===== src/rtl/irq_ctrl.sv =====
// irq_ctrl: latches rising edges on NUM_IRQ request lines into a pending
// register, gates them with a software mask and raises a single interrupt
// request toward the CPU control unit. On acknowledge it picks the
// lowest-index enabled pending line, reports VECTOR_BASE+index and locks
// out further requests until end-of-interrupt.
//
// Ports:
//   I_clk, I_reset       clock, synchronous active-high reset
//   I_irq_lines          peripheral request levels (rising edge = request)
//   I_mask_we/I_mask_data mask register write
//   I_irq_ack            acknowledge pulse from control unit
//   I_eoi                end-of-interrupt pulse
//   O_irq_active         interrupt request toward control unit
//   O_irq_number         vector of the last acknowledged line
//   O_irq_number_valid   one-cycle strobe after an acknowledge
//   O_pending, O_mask    register readback
module irq_ctrl #(
  parameter int unsigned NUM_IRQ     = 8,
  parameter logic [15:0] VECTOR_BASE = 16'h0010
) (
  input  logic               I_clk,
  input  logic               I_reset,
  input  logic [NUM_IRQ-1:0] I_irq_lines,
  input  logic               I_mask_we,
  input  logic [NUM_IRQ-1:0] I_mask_data,
  input  logic               I_irq_ack,
  input  logic               I_eoi,
  output logic               O_irq_active,
  output logic [15:0]        O_irq_number,
  output logic               O_irq_number_valid,
  output logic [NUM_IRQ-1:0] O_pending,
  output logic [NUM_IRQ-1:0] O_mask
);

  typedef enum logic [1:0] {IDLE, ARMED, SERVE, WAIT_EOI} state_t;

  state_t state, state_nxt;

  logic [NUM_IRQ-1:0] prev_p0;
  logic [NUM_IRQ-1:0] pending_p0;
  logic [NUM_IRQ-1:0] mask_p0;
  logic [15:0]        number_p0;

  logic [NUM_IRQ-1:0] rise;
  logic [NUM_IRQ-1:0] eligible;
  logic [NUM_IRQ-1:0] winner;
  logic [NUM_IRQ-1:0] clr;
  logic [3:0]         win_idx;
  logic               take;

  // Lowest set bit wins; the descending loop leaves the lowest index last.
  function automatic logic [3:0] low_index(input logic [NUM_IRQ-1:0] v);
    logic [3:0] idx;
    idx = 4'd0;
    for (int i = NUM_IRQ - 1; i >= 0; i--) begin
      if (v[i]) idx = 4'(i);
    end
    return idx;
  endfunction

  function automatic logic [NUM_IRQ-1:0] low_onehot(input logic [NUM_IRQ-1:0] v);
    logic [NUM_IRQ-1:0] oh;
    oh = '0;
    for (int i = NUM_IRQ - 1; i >= 0; i--) begin
      if (v[i]) begin
        oh    = '0;
        oh[i] = 1'b1;
      end
    end
    return oh;
  endfunction

  // Vector number wraps modulo 2^16.
  function automatic logic [15:0] vector_of(input logic [3:0] idx);
    return VECTOR_BASE + {12'd0, idx};
  endfunction

  assign rise     = I_irq_lines & ~prev_p0;
  assign eligible = pending_p0 & mask_p0;
  assign winner   = low_onehot(eligible);
  assign win_idx  = low_index(eligible);
  // An ack that finds nothing eligible (mask removed it) selects nothing.
  assign take     = (state == ARMED) && I_irq_ack && (eligible != '0);
  assign clr      = take ? winner : '0;

  always_ff @(posedge I_clk) begin
    if (I_reset) state <= IDLE;
    else         state <= state_nxt;
  end

  always_comb begin
    state_nxt          = state;
    O_irq_active       = 1'b0;
    O_irq_number_valid = 1'b0;
    case (state)
      IDLE: begin
        if (eligible != '0) state_nxt = ARMED;
      end
      ARMED: begin
        O_irq_active = 1'b1;
        if (take)                 state_nxt = SERVE;
        else if (eligible == '0)  state_nxt = IDLE;
      end
      SERVE: begin
        O_irq_number_valid = 1'b1;
        state_nxt          = WAIT_EOI;
      end
      WAIT_EOI: begin
        if (I_eoi) state_nxt = IDLE;
      end
      default: state_nxt = IDLE;
    endcase
  end

  // Stage p0: edge history, pending/mask registers and latched vector.
  // A new edge on the winner in the ack cycle re-sets its bit (set wins).
  always_ff @(posedge I_clk) begin
    prev_p0 <= I_irq_lines;
    if (I_reset) begin
      pending_p0 <= '0;
      mask_p0    <= '0;
      number_p0  <= 16'h0000;
    end else begin
      pending_p0 <= (pending_p0 & ~clr) | rise;
      if (I_mask_we) mask_p0   <= I_mask_data;
      if (take)      number_p0 <= vector_of(win_idx);
    end
  end

  assign O_irq_number = number_p0;
  assign O_pending    = pending_p0;
  assign O_mask       = mask_p0;

endmodule


===== config.mk =====
export PLATFORM = sky130hd
export DESIGN_NAME = irq_ctrl
export DESIGN_NICKNAME = d
export VERILOG_FILES = /design/src/rtl/irq_ctrl.sv
export SDC_FILE = /design/constraint.sdc
export NUM_CORES = 1
export LEC_CHECK = 0
export ABC_AREA = 1
export CORE_ASPECT_RATIO = 0.5
export CORE_MARGIN = 4
export CORE_UTILIZATION = 43
export CTS_BUF_LIST = sky130_fd_sc_hd__clkbuf_4
export CTS_CLUSTER_SIZE = 8
export DETAILED_ROUTE_END_ITERATION = 7
export MAX_ROUTING_LAYER = met4
export PLACE_DENSITY = 0.81
export SETUP_SLACK_MARGIN = 0.5
export SYNTH_ARGS = -nofsm -noshare
export SYNTH_HDL_FRONTEND = slang
export SYNTH_SLANG_ARGS = --single-unit

===== constraint.sdc =====
create_clock -name I_clk -period 1.5 [get_ports I_clk]
set_input_delay 0.45 -clock I_clk [delete_from_list [all_inputs] [get_ports I_clk]]
set_output_delay 0.45 -clock I_clk [all_outputs]
set_load 0.02 [all_outputs]

==> run metrics <==
Crit. End Element primary output; CP required 1.05 ns; Yosys warnings 0; Die Y 46.5 µm; IO Port Bufs 42; crit path launch type flip-flop; placed cell count 243; DR WL/cell 14.6 µm; crit-path most repeated cell inv_2; post-DP HPWL 2140 µm; Yosys reg bits 30; largest net degree at the start of global routing 12; clock latency on the worst-skew pair 0.35 ns; Clock transition at path regs 0.11 ns; WHS 0.481 ns; I/O Pins 55; CTS Buffer Depth 2; H-tree depth 2; Final Non-Filler Cells 270; row count 13; WP buf/inv 3; TritonCTS clock tree yes; Layout area overhead 70.3%; Critical-path top delay cell dfxtp_2; Post-Route WL 3940 µm; Slew Viols, Final 0; Inserted Clock Buffers 5; synthesized instance count 163; die area 3960 µm²; Core Box Area 2720 µm²; total clock sinks 30; Starting Density 47.0%; initial DRC count 55; CP arrival 0.97 ns; Hold Path Class flip-flop to flip-flop; Final setup violation count 0; run status finished clean; vias in the first global route 1238; Via Count 1319; syn_area_per_cell 7.83 µm²; placer congestion estimate 0.860; min-delay src prev_p0[6]$_DFF_P_; Die X 85.0 µm; layout cells sized above 1 47.2%; Max Cap Viol 0; Placed Area 1790 µm²; DR DRC count 0; crit share post-route 94.4%; Pre-antenna DRT Iters 4; Max Clock Skew 0.0107 ns; global-route wire length before repair 5910 µm; leakage power 1.02 nW; ANT cells 0; Fillers 161; minimum clock period after layout 1.42 ns; initial antenna violation count 0; Crit Path Max Fanout 2; VDD IR max 600 µV; Hold Vio Cnt, Final 0; cell area after layout 2170 µm²; CP Cell Sequence inv_2 -> nand2_2 -> inv_2 -> buf_6; Total GRT Usage 21.0%; Crit Path Class flip-flop to primary output; Max Freq 706 MHz; Post-Syn Area 1280 µm²; global route overflow 0; power per cell area 814 nW/µm²; crit-path max cell delay 0.34 ns; final antenna-violating net count 0; # nets final 253; via/cell ratio 4.89; Synth cell types 22; CTS Root Buffer Type clkbuf_4; Seq/Total Area, Yosys 47.1%; RSZ-0062 raised after global routing yes; cell family with most CP delay flip-flops
-- where the power goes --
group	internal, mW	switching, mW	total, mW
logic	0.200	0.205	0.404
registers	0.832	0.0414	0.874
clock network	0.174	0.317	0.491
total	1.21	0.563	1.77
-- per-stage QoR --
step / utilization (%) / setup WS (ns) / power [mW] / setup TNS, ns
finish: 80.0 / 0.0843 / 1.77 / 0
global route: 80.0 / 0.0440 / 1.84 / 0
CTS: 77.5 / 0.0953 / 1.73 / 0
detailed placement: 65.9 / -0.182 / 1.19 / -1.61
global placement: 65.9 / -0.138 / 1.18 / -1.31
floorplan: - / 0.330 / 1.07 / 0
-- synthesized netlist by cell type --
cell type | instances | area (µm²)
nand2_1 | 46 | 173
dfxtp_1 | 30 | 601
a21oi_1 | 18 | 90.1
inv_1 | 16 | 60.1
buf_4 | 12 | 90.1
nor2_1 | 7 | 26.3
o21ai_0 | 6 | 30.0
nand2_2 | 5 | 31.3
nand4_1 | 5 | 31.3
clkbuf_1 | 2 | 7.51
nand2_4 | 2 | 22.5
nand3_1 | 2 | 10.0
nor2_4 | 2 | 22.5
o21ai_2 | 2 | 17.5
a311oi_1 | 1 | 8.76
a31oi_1 | 1 | 6.26
and2_1 | 1 | 6.26
buf_1 | 1 | 3.75
conb_1 | 1 | 3.75
inv_6 | 1 | 8.76
nand2_8 | 1 | 20.0
nor2_2 | 1 | 6.26
-- per-layer routing --
metal  vias up  GRT usage [%]  wire length [µm]
li1        633              -                 -
met1       616           23.5              1600
met2        63           34.7              1890
met3         7           7.14               367
met4         0           10.4                87
met5         -              -                 0
-- sequential cells by signal, summed over array words and instances, names as in the netlist, named ones only --
signal / count
O_mask: 8
O_pending: 8
prev_p0: 8
state: 1
O_irq_number: 4
-- kinds of logic after synthesis --
family,share of synthesized area [%]
AND/OR/NAND/NOR,27.4
buffers and inverters,13.3
flip-flops,47.1
AO/OA/AOI/OAI,12.0
other,0.294
-- timing repair --
item,in CTS,in global routing
endpoints found under the hold margin,0,0
hold buffers,0,0
cloned,2,0
setup buffers,14,3
endpoints found under the setup margin,44,36
resized for setup,168,10
pin swaps,16,11
-- cell type report --
class	count	area, µm²	area share (%)
clock buffers	5	37.5	1.73
clock inverters	3	16.3	0.748
inverters	17	71.3	3.28
multi-input cells	113	666	30.6
flip-flops and latches	30	663	30.5
well taps	37	46.3	2.13
repair buffers	65	673	31.0
-- worst register-to-register path: stages, from the launching register on --
cell,delay (ns)
dfxtp_2,0.34
inv_2,0.08
nand2_2,0.06
buf_4,0.13
buf_6,0.11
nor2_4,0.09
buf_12,0.14
nand2_8,0.09
inv_8,0.09
o21ai_4,0.05
o21ai_2,0.06
nor2_2,0.04
-- path summary, 6_finish.rpt --
kind	end	slack, ns	cells after the start
min reg2reg	O_pending[6]$_SDFF_PP0_	0.48	3
min	O_pending[6]$_SDFF_PP0_	0.48	3
max reg2reg	O_irq_number[1]$_SDFFE_PP0P_	0.14	11
max	O_irq_active	0.08	4
-- layout by cell type, fill, tap and decap left out, drive strengths merged, types with 2 or more instances in the layout --
master / instances
a21oi: 18
buf: 44
clkbuf: 5
clkdlybuf4s50: 17
clkinv: 2
conb: 12
dfxtp: 30
dlygate4sd2: 3
inv: 17
nand2: 55
nand3: 2
nand4: 5
nor2: 10
o21ai: 8
Power figures use the tool's default switching activity.
